[config.mk]
export PLATFORM = sky130hd
export DESIGN_NAME = ex_div_ctrl
export DESIGN_NICKNAME = d
export VERILOG_FILES = /design/src/rtl/ex_div_ctrl_pkg.sv /design/src/rtl/ex_div_ctrl_div_step.sv /design/src/rtl/ex_div_ctrl.sv
export SDC_FILE = /design/constraint.sdc
export NUM_CORES = 1
export LEC_CHECK = 0
export CORE_MARGIN = 4
export CORE_UTILIZATION = 40
export DETAILED_ROUTE_END_ITERATION = 12
export SYNTH_ARGS = -nofsm -noshare
export SYNTH_HDL_FRONTEND = slang
export SYNTH_SLANG_ARGS = --single-unit
export TNS_END_PERCENT = 10
[constraint.sdc]
create_clock -name clk -period 4.13 [get_ports clk]
set_input_delay 0.413 -clock clk [delete_from_list [all_inputs] [get_ports clk]]
set_output_delay 0.413 -clock clk [all_outputs]
set_load 0.03 [all_outputs]
[src/rtl/ex_div_ctrl_pkg.sv]
// Shared constants for the EX-stage divide controller: FSM encodings and DIV/DIVU aluop codes.
// Latency: none (constants and pure functions only).
// Backpressure: n/a.
package ex_div_ctrl_pkg;

    // FSM encodings, kept as plain 2-bit constants so older EX code can compare against them.
    localparam logic [1:0] DIV_IDLE = 2'b00;
    localparam logic [1:0] DIV_BUSY = 2'b01;
    localparam logic [1:0] DIV_FIX  = 2'b10;
    localparam logic [1:0] DIV_DONE = 2'b11;

    // aluop codes EX decodes to form start_i / signed_i.
    localparam logic [7:0] EXE_DIV_OP  = 8'b0001_1010;
    localparam logic [7:0] EXE_DIVU_OP = 8'b0001_1011;

    // EX helper: does this aluop need the divider at all.
    function automatic logic is_div_op(input logic [7:0] aluop);
        return (aluop == EXE_DIV_OP) || (aluop == EXE_DIVU_OP);
    endfunction

    // EX helper: signed_i for a divide aluop.
    function automatic logic is_signed_div_op(input logic [7:0] aluop);
        return aluop == EXE_DIV_OP;
    endfunction

endpackage

[src/rtl/ex_div_ctrl_div_step.sv]
// One restoring-division step: shift {rem,quo} left by one, trial-subtract the divisor, keep or restore.
// Latency: purely combinational.
// Backpressure: none; the controller decides when to register the result.
//
// Ports:
//   i_rem      partial remainder (always < divisor for a non-zero divisor)
//   i_quo      dividend bits still to shift in, quotient bits accumulated at the bottom
//   i_divisor  divisor magnitude
//   o_rem      next partial remainder
//   o_quo      next quotient/dividend word, new quotient bit in [0]
module ex_div_ctrl_div_step #(
    parameter int DATA_W = 32
) (
    input  logic [DATA_W-1:0] i_rem,
    input  logic [DATA_W-1:0] i_quo,
    input  logic [DATA_W-1:0] i_divisor,
    output logic [DATA_W-1:0] o_rem,
    output logic [DATA_W-1:0] o_quo
);

    logic [DATA_W:0]   w_shift;
    logic [DATA_W-1:0] w_trial;
    logic              w_borrow;

    assign w_shift  = {i_rem, i_quo[DATA_W-1]};
    // An explicit compare rather than the subtract's sign bit: with a zero divisor the
    // remainder grows without bound and the shifted value can use the extra top bit.
    assign w_borrow = (w_shift < {1'b0, i_divisor});
    // When there is no borrow the difference is below the divisor, so DATA_W bits suffice.
    assign w_trial  = w_shift[DATA_W-1:0] - i_divisor;

    assign o_rem = w_borrow ? w_shift[DATA_W-1:0] : w_trial;
    assign o_quo = {i_quo[DATA_W-2:0], ~w_borrow};

endmodule

[src/rtl/ex_div_ctrl.sv]
// Multi-cycle DIV/DIVU sequencer for EX: captures operand magnitudes, runs DATA_W restoring steps, fixes signs.
// Latency: ready_o DATA_W+2 cycles after start_i is sampled in IDLE (1 cycle for a zero divisor with DIV_ZERO_FAST_EN).
// Backpressure: stallreq_o holds the pipeline while start_i is pending; annul_i abandons the operation at any point.
//
// Optional feature macro: DIV_ZERO_FAST_EN (zero divisor completes immediately without iterating).
// Ports:
//   clk, rst     clock, asynchronous active-high reset
//   start_i      divide request from EX, held until ready_o
//   signed_i     1 = DIV, 0 = DIVU (sampled with start_i)
//   opdata1_i    dividend, opdata2_i divisor (sampled with start_i)
//   annul_i      flush the current operation
//   result_o     {hi=remainder, lo=quotient}, non-zero only while ready_o
//   ready_o      one-cycle result strobe
//   busy_o       controller not idle
//   stallreq_o   start_i & ~ready_o & ~annul_i
//   div_zero_o   divisor was zero, qualified by ready_o
module ex_div_ctrl
    import ex_div_ctrl_pkg::*;
#(
    parameter int DATA_W = 32,
    parameter int CNT_W  = 6
) (
    input  logic                  clk,
    input  logic                  rst,
    input  logic                  start_i,
    input  logic                  signed_i,
    input  logic [DATA_W-1:0]     opdata1_i,
    input  logic [DATA_W-1:0]     opdata2_i,
    input  logic                  annul_i,
    output logic [2*DATA_W-1:0]   result_o,
    output logic                  ready_o,
    output logic                  busy_o,
    output logic                  stallreq_o,
    output logic                  div_zero_o
);

    logic [1:0]        r_state;
    logic [CNT_W-1:0]  r_cnt;
    logic [DATA_W-1:0] r_rem;       // remainder magnitude, then signed hi after FIX
    logic [DATA_W-1:0] r_quo;       // dividend magnitude shifting out, quotient shifting in
    logic [DATA_W-1:0] r_divisor;
    logic              r_dvd_neg;   // signed op with negative dividend
    logic              r_dvs_neg;   // signed op with negative divisor
    logic              r_div_zero;

    logic              w_launch;
    logic              w_dvd_neg;
    logic              w_dvs_neg;
    logic              w_div_zero;
    logic              w_fast_zero;
    logic [DATA_W-1:0] w_op1_mag;
    logic [DATA_W-1:0] w_op2_mag;
    logic [DATA_W-1:0] w_step_rem;
    logic [DATA_W-1:0] w_step_quo;
    logic              w_done;

    assign w_launch   = start_i & ~annul_i;
    assign w_dvd_neg  = signed_i & opdata1_i[DATA_W-1];
    assign w_dvs_neg  = signed_i & opdata2_i[DATA_W-1];
    assign w_div_zero = (opdata2_i == '0);
    // Two's-complement negation of the most negative value yields itself, which read as an
    // unsigned DATA_W-bit magnitude is exactly right.
    assign w_op1_mag  = w_dvd_neg ? -opdata1_i : opdata1_i;
    assign w_op2_mag  = w_dvs_neg ? -opdata2_i : opdata2_i;

`ifdef DIV_ZERO_FAST_EN
    assign w_fast_zero = w_div_zero;
`else
    assign w_fast_zero = 1'b0;
`endif

    ex_div_ctrl_div_step #(
        .DATA_W    (DATA_W)
    ) u_div_step (
        .i_rem     (r_rem),
        .i_quo     (r_quo),
        .i_divisor (r_divisor),
        .o_rem     (w_step_rem),
        .o_quo     (w_step_quo)
    );

    always_ff @(posedge clk or posedge rst) begin
        if (rst) begin
            r_state    <= DIV_IDLE;
            r_cnt      <= '0;
            r_rem      <= '0;
            r_quo      <= '0;
            r_divisor  <= '0;
            r_dvd_neg  <= 1'b0;
            r_dvs_neg  <= 1'b0;
            r_div_zero <= 1'b0;
        end else begin
            case (r_state)
                DIV_IDLE: begin
                    if (w_launch) begin
                        r_cnt      <= '0;
                        r_dvd_neg  <= w_dvd_neg;
                        r_dvs_neg  <= w_dvs_neg;
                        r_div_zero <= w_div_zero;
                        r_divisor  <= w_op2_mag;
                        if (w_fast_zero) begin
                            // Zero divisor short cut: hi is the raw dividend, lo all ones, no FIX.
                            r_rem   <= opdata1_i;
                            r_quo   <= '1;
                            r_state <= DIV_DONE;
                        end else begin
                            r_rem   <= '0;
                            r_quo   <= w_op1_mag;
                            r_state <= DIV_BUSY;
                        end
                    end
                end
                DIV_BUSY: begin
                    if (annul_i) begin
                        r_state <= DIV_IDLE;
                    end else begin
                        r_rem <= w_step_rem;
                        r_quo <= w_step_quo;
                        r_cnt <= r_cnt + CNT_W'(1);
                        if (r_cnt == CNT_W'(DATA_W - 1)) begin
                            r_state <= DIV_FIX;
                        end
                    end
                end
                DIV_FIX: begin
                    if (annul_i) begin
                        r_state <= DIV_IDLE;
                    end else begin
                        // Sign flags are already gated by signed_i, so DIVU passes straight through.
                        if (r_dvd_neg ^ r_dvs_neg) begin
                            r_quo <= -r_quo;
                        end
                        if (r_dvd_neg) begin
                            r_rem <= -r_rem;
                        end
                        r_state <= DIV_DONE;
                    end
                end
                DIV_DONE: begin
                    // start_i is deliberately ignored here; a held request relaunches from IDLE.
                    r_state <= DIV_IDLE;
                end
                default: begin
                    r_state <= DIV_IDLE;
                end
            endcase
        end
    end

    assign w_done     = (r_state == DIV_DONE);
    // A flush arriving in DONE suppresses the strobe so the annulled op never reports.
    assign ready_o    = w_done & ~annul_i;
    assign result_o   = ready_o ? {r_rem, r_quo} : '0;
    assign div_zero_o = ready_o & r_div_zero;
    assign busy_o     = (r_state != DIV_IDLE);
    assign stallreq_o = start_i & ~ready_o & ~annul_i;

endmodule

Word-level counts from Yosys, hierarchy flattened
Cells that the tools add are included.
{"block": "totals", "input_bits": 69, "rom_bits": 0, "mem_bits_rw": 0, "ff_bits": 107, "elab_cells": 68, "output_inout_bits": 68, "mem_count": 0, "latch_bits": 0}
{"block": "classes", "mux": 22, "n_eq_ne": 10, "addsub": 6, "multipliers": 0, "reduce_logical": 10, "n_lt_le_gt_ge": 1, "n_shift": 0, "bitwise_logic": 11, "div_mod_pow": 0}
{"operator": "$mux W32", "count": 11}
{"operator": "$pmux W32 S3", "count": 2}
{"operator": "$neg A32 Y32", "count": 4}
{"operator": "$mux W64", "count": 1}
{"operator": "$lt A33 B32 Y1", "count": 1}
{"operator": "$logic_not A32 Y1", "count": 1}
{"operator": "$sub A32 B32 Y32", "count": 1}
{"operator": "$mux W6", "count": 2}
{"operator": "$pmux W6 S2", "count": 1}
{"operator": "$ne A2 B2 Y1 const B", "count": 5}
{"operator": "$reduce_and A5 Y1", "count": 2}
{"operator": "$mux W2", "count": 4}
{"operator": "$pmux W2 S4", "count": 1}
{"operator": "$and A1 B1 Y1", "count": 7}
{"operator": "$add A6 B1 Y6 const B", "count": 1}
{"operator": "$eq A6 B5 Y1 const B", "count": 1}
{"operator": "$eq A2 B2 Y1 const B", "count": 2}
{"operator": "$reduce_and A2 Y1", "count": 2}
{"operator": "$reduce_bool A2 Y1", "count": 2}
{"operator": "$ne A3 B3 Y1 const B", "count": 1}
{"operator": "$not A1 Y1", "count": 3}
{"operator": "$reduce_and A3 Y1", "count": 1}
{"operator": "$reduce_bool A3 Y1", "count": 1}
{"operator": "$eq A2 B1 Y1 const B", "count": 1}
{"operator": "other kinds (2)", "count": 2}

Logic depth before layout (Yosys ltp)
Gate-level depths: netlist of the first run.
{"block": "depth", "depth_word": 5, "mapped_depth": 13, "ltp_nobuf": 13}

Cells and area by module
Synthesis of the first run repeated with hierarchy kept, for this count alone.
{"block": "hier_totals", "hier_cells": 1400, "area_unflattened_um2": 10601.4}
{"module": "ex_div_ctrl", "cells_per_inst": 996, "area_each_um2": 7938.9, "seq_area_each_um2": 2677.6, "instances": 1}
{"module": "ex_div_ctrl_div_step", "cells_per_inst": 404, "area_each_um2": 2662.6, "seq_area_each_um2": 0.0, "instances": 1}

Worst setup path before layout of the first run
OpenSTA, ideal clock, no wires.
{"block": "synth_path", "path_kind": "register to register", "startpoint": "reg r_rem[12]", "endpoint": "reg r_rem[31]", "setup_time_ns": 0.126, "synth_period_minus_slack_ns": 3.711, "path_buffers": 3, "setup_slack_ns": 0.419, "t_required_ns": 4.004, "path_stages_with_launch": 13, "t_arrival_ns": 3.585, "path_cell_list": "dfrtp_1 > buf_6 > or4_1 > buf_2 > or4_1 > buf_2 > or4_4 > or2_1 > or3_1 > or3_1 > a21oi_1 > a21oi_1 > a221o_1"}
{"block": "synth_between", "elab_chain_len": 4, "word_cells_on_any_way": 8, "classes_between": "add/sub: 2; order compare: 1; mux: 5"}
{"element": "start, declared", "line_no": "ex_div_ctrl.sv:39", "text": "logic [DATA_W-1:0] r_rem;"}
{"element": "start signal, assigned", "line_no": "ex_div_ctrl.sv:103", "text": "r_rem <= opdata1_i;"}
{"element": "start signal, assigned", "line_no": "ex_div_ctrl.sv:117", "text": "r_rem <= w_step_rem;"}
{"element": "start signal, assigned", "line_no": "ex_div_ctrl.sv:134", "text": "r_rem <= -r_rem;"}
{"element": "$neg A32 Y32, or another cell as far along", "line_no": "ex_div_ctrl.sv:134"}
{"element": "$mux W32 (on tied branches)", "line_no": "ex_div_ctrl.sv:133, ex_div_ctrl_div_step.sv:32"}
{"element": "$mux W32 (on tied branches)", "line_no": "ex_div_ctrl.sv:126, ex_div_ctrl.sv:114"}
{"element": "$pmux W32 S3 *", "line_no": "ex_div_ctrl.sv:93", "text": "case (r_state)"}
Mark *: on every way between the ends. The rest lies on a longest branch, timed or not. The select of a mux whose other input is x is not followed.
A chain may end at the register's enable or synchronous reset.

Worst setup path after layout of the first run
{"block": "layout_path", "startpoint": "reg r_rem[13]", "endpoint": "reg r_rem[31]"}
The elaborated chain is that of the path after synthesis.

==> impl_metrics.py, run 1 <==
metrics = {
    "drt": {
        "drtIter0Drc": 651,
        "firstDrtPassIters": 5,
        "wire_per_inst_microns": 17.08,
        "wl_met1_mm": 14.45,
        "routed_wl_mm": 28.92,
        "dr_wl_met2_mm": 12.48,
        "viasPerCell": 5.637,
        "drc": 0,
        "ant_nets": 0,
        "vias": 9544,
        "routed-wl-met3_mm": 1.656,
        "routed.top_layer": "met4",
    },
    "critical_path": {
        "crit_cells": 9,
        "worstSetupEndpoint": "r_rem[31]",
        "crit_start": "r_rem[13]",
        "worstPathArrival_ns": 4.05,
        "critical_path.max_fanout": 8,
        "critical_path_class": "flip-flop to flip-flop",
        "critPathCaptureType": "flip-flop",
        "r2r_end": "r_rem[31]",
        "crit_required_ns": 4.37,
        "cpPeakStageDelay_ns": 0.66,
        "cpLargestDelayFamily": "simple AND/OR/NAND/NOR gates",
        "r2r_cells": 9,
        "critPathBufInv": 0,
        "worstPathCellList": "or4_1, or4_1, or4_4, or2_1, or3_1, or3_1, a21oi_1, a21oi_1, a221o_1",
        "crit_slowest_cell": "or4_1",
        "crit-reg2reg-launch": "r_rem[13]",
        "r2r_slack_ns": 0.32,
        "cp-start-kind": "flip-flop",
    },
    "grt": {
        "grt_pass1_wl_mm": 47.22,
        "overflow": 0,
        "grt_max_degree": 56,
        "grt_antenna_before_repair": 0,
        "grt_usage_pct": 21.65,
        "grt_pass1_vias": 9034,
    },
    "die": {
        "io_pins": 137,
        "rows": 56,
        "die_width_microns": 163.0,
        "die-area_sq_um": 26580,
        "initial_core_util_pct": 40.84,
        "die_y_microns": 163.0,
        "coreArea_sq_um": 23540,
    },
    "yosys": {
        "async_reset_ff_share_pct": 100.0,
        "ys_seq_elements": 107,
        "synth.net_count": 1381,
        "synth_most_common_cell": "o21ai_0",
        "ys_warn_count": 0,
        "syn_avg_cell_area_sq_um": 7.577,
        "syn_inst": 1269,
        "synth_top_area_cell": "dfrtp_1",
        "synth_top_area_share_pct": 27.85,
        "synth-edff-count": 0,
        "synthFlopType": "dfrtp_1",
        "synth_cell_types": 75,
        "synthTopCellsByArea": "dfrtp_1, o21ai_0, nand2_1",
        "synth_seq_area_share_pct": 27.85,
        "syn_area_sq_um": 9615,
        "synthTopCellsByCount": "o21ai_0, nand2_1, dfrtp_1",
    },
    "worst_hold_path": {
        "hp-class": "flip-flop to flip-flop",
    },
    "placement": {
        "dpl.cell_count": 1677,
        "place.gp.congestion": 0.8940,
        "io_buffers": 136,
        "dp_hpwl_mm": 21.32,
    },
    "pwr": {
        "sw_frac_of_total_pct": 50.92,
        "vdd_drop_max_uv": 347.8,
        "leakagePower_nw": 4.827,
        "total_power_mw": 8.502,
        "comb_power_share_pct": 65.1,
        "netSwitchingPower_mw": 4.329,
        "pwr-share-clk_pct": 10.4,
        "seq_power_share_pct": 24.5,
        "p_int_mw": 4.172,
        "power_density_nw_per_um2": 731.8,
    },
    "finish": {
        "nets": 1481,
        "n_fill_cell": 2417,
        "fin_cells": 1693,
        "drive_gt1_share_pct": 4.803,
        "antenna_cells": 0,
        "area_growth_pct": 20.82,
    },
    "clock_tree": {
        "path_clk_slew_ns": 0.09,
        "cts_root_buf": "clkbuf_16",
        "htreeDepth": 3,
        "clockBufferDepth": 2,
        "cts_setup_buffers": 0,
        "cts_hold_buf": 0,
        "cts_tree": "done",
        "clock-sinks": 107,
        "clkLatencyLatePin_ns": 0.37,
        "cts_buffers": 9,
        "postCtsResizedCells": 0,
    },
    "run_status": {
        "status": "completed",
    },
    "timing": {
        "min_period_over_period_pct": 92.25,
        "rsz0062_at_grt": "no",
        "fin_setup_tns_ns": 0,
        "setup_violations": 0,
        "fmax_mhz": 262.5,
        "worst_slew_pin_slew_ns": 0.8054,
        "hold_viol": 0,
        "relSlewSlack_pct": 46.31,
        "skew_ns": 0.01392,
        "drv_slew": 0,
        "period_needed_ns": 3.810,
    },
    "flow_run": {
        "cap_violations": 0,
    },
}
==> layout by cell type, fill, tap and decap left out, drive strengths merged, types with 11 or more instances in the layout <==
cell type,instances
a221o,11
or4,15
nor2,84
clkdlybuf4s50,136
o21ai,163
nor4,17
a21o,17
nand2,154
a31oi,13
dfrtp,107
nor3,33
nand3,15
mux2i,19
o22ai,13
a21oi,87
buf,25
ha,42
xor2,50
o31ai,20
xnor2,52
inv,61
o41ai,17
and2,69
a221oi,13
nand2b,11
or3,20
==> flip-flops by register name (all words and copies together) (netlist names) <==
name and count:
r_divisor 32, r_quo 32, r_rem 32, r_cnt 6, r_state 2, r_div_zero 1
r_dvd_neg 1, r_dvs_neg 1
==> routing by layer <==
layer / vias to the layer above / track usage (%)
li1: 4749 / -
met1: 4510 / 33.22
met2: 261 / 32.36
met3: 24 / 3.104
met4: 0 / 4.499
met5: - / 0
==> worst min-delay path by stage <==
stage                              from            end  slack, ns  depth (start not counted)
after global placement       r_div_zero     r_div_zero       0.46                          2
after floorplan              r_div_zero     r_div_zero       0.43                          2
final                     r_divisor[29]  r_divisor[29]       0.48                          2
after CTS                    r_div_zero     r_div_zero       0.48                          2
after global routing      r_divisor[29]  r_divisor[29]       0.50                          2
after detailed placement     r_div_zero     r_div_zero       0.46                          2
==> layout make-up <==
cell class	count	area, sq um	area share [%]
clock buffers	10	239.0	2.057
inverters	60	227.7	1.960
multi-input cells	1030	6451	55.53
repair buffers	161	1574	13.55
clock inverters	6	48.80	0.4200
well taps	319	399.1	3.436
flip-flops and latches	107	2678	23.05
==> through the flow <==
step | util (%) | instance area [sq um] | hold slack, ns | worst slack, ns
global route | 49.35 | 11620 | 0.5015 | 0.1271
floorplan | - | 9615 | 0.4349 | 0.4186
detailed placement | 48.12 | 11330 | 0.4633 | 0.3566
global placement | 48.12 | 11330 | 0.4559 | 0.3933
finish | 49.35 | 11620 | 0.4843 | 0.3201
CTS | 49.35 | 11620 | 0.4841 | 0.3303
==> cells by family after synthesis <==
| logic type | count (synthesis) | synth area share [%] |
|---|---|---|
| simple gates | 460 | 23.80 |
| compound gates | 405 | 26.00 |
| buf+inv | 132 | 5.296 |
| flops | 107 | 27.85 |
| xor+xnor | 102 | 9.291 |
| fa+ha+maj | 43 | 5.673 |
| mux | 20 | 2.095 |
==> worst register-to-register path, delay by kind of cell, from the launching register on <==
| family | cells | cell delay [ns] |
|---|---|---|
| simple gates | 6 | 2.75 |
| compound gates | 3 | 0.46 |
| flops | 1 | 0.47 |
==> power by group through the flow <==
stage                     logic (mW)  registers [mW]  clock network, mW
after floorplan                 4.26            1.85                  0
after global placement          5.41            2.07                  0
after detailed placement        5.47            2.09                  0
after CTS                       5.49            2.07              0.908
after global routing            6.20            2.17              0.939
final                           5.53            2.08              0.887
Power figures use the tool's default switching activity.
==> run 2, diff against run 1 <==
--- a/config.mk
+++ b/config.mk
@@ -5,8 +5,10 @@
 export SDC_FILE = /design/constraint.sdc
 export NUM_CORES = 1
 export LEC_CHECK = 0
+export CAP_MARGIN = 10
 export CORE_MARGIN = 4
 export CORE_UTILIZATION = 40
+export CTS_CLUSTER_SIZE = 28
 export DETAILED_ROUTE_END_ITERATION = 12
 export SYNTH_ARGS = -nofsm -noshare
 export SYNTH_HDL_FRONTEND = slang
==> results of run 2 <==
The final DEF is identical to that of run 1; final timing and power are the same.
==> run 3, diff against run 2 <==
==> constraint.sdc (replaced) <==
create_clock -name clk -period 4.13 [get_ports clk]
set_input_delay 1.239 -clock clk [delete_from_list [all_inputs] [get_ports clk]]
set_output_delay 1.239 -clock clk [all_outputs]
set_load 0.03 [all_outputs]
==> run 3 against run 2 <==
  * First-iteration DRC count rose by 3.2%
  * Core utilization rose by 0.43 points
  * Critical endpoint unchanged
  * Clock power rose by 3.9%
==> impl_metrics.py, run 3 (synthesized netlist as in run 1, its figures left out) <==
metrics = {
    "run_status": {
        "status": "completed",
    },
    "drt": {
        "routed.top_layer": "met4",
        "routed-wl-met3_mm": 1.621,
        "viasPerCell": 5.580,
        "wire_per_inst_microns": 16.95,
        "vias": 9597,
        "drc": 0,
        "ant_nets": 0,
        "wl_met1_mm": 14.39,
        "routed_wl_mm": 29.15,
        "drtIter0Drc": 672,
        "dr_wl_met2_mm": 12.79,
        "firstDrtPassIters": 5,
    },
    "timing": {
        "rsz0062_at_grt": "no",
        "hold_viol": 0,
        "worst_slew_pin_slew_ns": 0.8102,
        "fin_setup_tns_ns": 0,
        "period_needed_ns": 3.770,
        "fmax_mhz": 265.3,
        "relSlewSlack_pct": 45.99,
        "skew_ns": 0.01362,
        "drv_slew": 0,
        "layout_setup_ws_ns": 0.3605,
        "min_period_over_period_pct": 91.27,
        "setup_violations": 0,
    },
    "die": {
        "io_pins": 137,
        "die_width_microns": 163.0,
        "rows": 56,
        "die-area_sq_um": 26580,
        "coreArea_sq_um": 23540,
        "initial_core_util_pct": 40.84,
        "die_y_microns": 163.0,
    },
    "clock_tree": {
        "htreeDepth": 3,
        "clock-sinks": 107,
        "cts_setup_buffers": 0,
        "clockBufferDepth": 2,
        "cts_hold_buf": 0,
        "postCtsResizedCells": 0,
        "cts_root_buf": "clkbuf_16",
        "cts_tree": "done",
        "cts_buffers": 9,
        "path_clk_slew_ns": 0.07,
        "clkLatencyLatePin_ns": 0.37,
    },
    "critical_path": {
        "critPathCaptureType": "flip-flop",
        "worstPathArrival_ns": 4.01,
        "worstPathCellList": "or4_1, or4_1, or4_4, or2_1, or3_1, or3_1, a21oi_1, a21oi_1, a221o_1",
        "cpPeakStageDelay_ns": 0.65,
        "critPathBufInv": 0,
        "cp-start-kind": "flip-flop",
        "crit-reg2reg-launch": "r_rem[11]",
        "crit_slowest_cell": "or4_1",
        "critical_path_class": "flip-flop to flip-flop",
        "crit_required_ns": 4.37,
        "critical_path.max_fanout": 7,
        "crit_start": "r_rem[11]",
        "cpLargestDelayFamily": "simple AND/OR/NAND/NOR gates",
    },
    "finish": {
        "drive_gt1_share_pct": 11.42,
        "final_cell_mix": "o21ai_0, nand2_1, buf_4",
        "final_util_pct": 49.77,
        "nets": 1508,
        "final_common_cell": "o21ai_0",
        "reg_top3": "r_divisor x32, r_quo x32, r_rem x32",
        "area_growth_pct": 21.86,
        "antenna_cells": 0,
    },
    "placement": {
        "dp_hpwl_mm": 21.91,
        "io_buffers": 136,
        "place.gp.congestion": 0.9104,
        "dpl_worst_slack_ns": 0.02574,
    },
    "grt": {
        "grt_pass1_wl_mm": 47.13,
        "overflow": 0,
        "grt_antenna_before_repair": 0,
        "grt_max_degree": 62,
        "grt_pass1_vias": 8943,
        "grt_usage_pct": 21.56,
    },
    "pwr": {
        "leakagePower_nw": 5.117,
        "power_density_nw_per_um2": 733.9,
        "vdd_drop_max_uv": 251.1,
    },
    "flow_run": {
        "cap_violations": 0,
    },
    "worst_hold_path": {
        "hp-class": "flip-flop to flip-flop",
        "hold_start": "r_divisor[4]",
    },
}
run 3: final cells by class:
type | instances | area, sq um
fill | 2423 | 11830
multi-input combinational | 1030 | 6451
sequential | 107 | 2678
timing repair buffer | 188 | 1659
tap | 319 | 399.1
clock buffer | 10 | 239.0
inverter | 60 | 227.7
clock inverter | 6 | 63.81
run 3: tightest hold or removal path: stages, from the launching register on:
cell	delay, ns
dfrtp_1	0.34
nand2_1	0.05
o21ai_0	0.06
run 3: per-stage QoR:
step | cell area, sq um | hold slack [ns] | cells | power (mW)
floorplan | 9615 | 0.4349 | 1269 | 6.111
global placement | 11410 | 0.4610 | 1704 | 7.526
detailed placement | 11410 | 0.4707 | 1704 | 7.608
CTS | 11720 | 0.4874 | 1720 | 8.548
global route | 11720 | 0.5086 | 1720 | 9.347
finish | 11720 | 0.4808 | 1720 | 8.599
run 3: per-layer routing:
metal | track usage [%] | up-vias
met2 | 33.53 | 300
li1 | - | 4800
met3 | 2.271 | 20
met5 | 0 | -
met1 | 32.34 | 4477
met4 | 4.842 | 0
run 3: worst paths after layout:
path / to / slack (ns) / cells past startpoint
max: r_rem[31] / 0.36 / 9
min: r_divisor[4] / 0.48 / 2
max reg2reg: r_rem[31] / 0.36 / 9
min reg2reg: r_divisor[4] / 0.48 / 2
max in group asynchronous: r_quo[18] / 2.02 / 3
min in group asynchronous: r_divisor[29] / 1.36 / 2
run 3: where the power goes:
group	total, mW	internal [mW]	switching [mW]
logic	5.59	2.29	3.30
clock network	0.922	0.488	0.434
registers	2.09	1.49	0.600
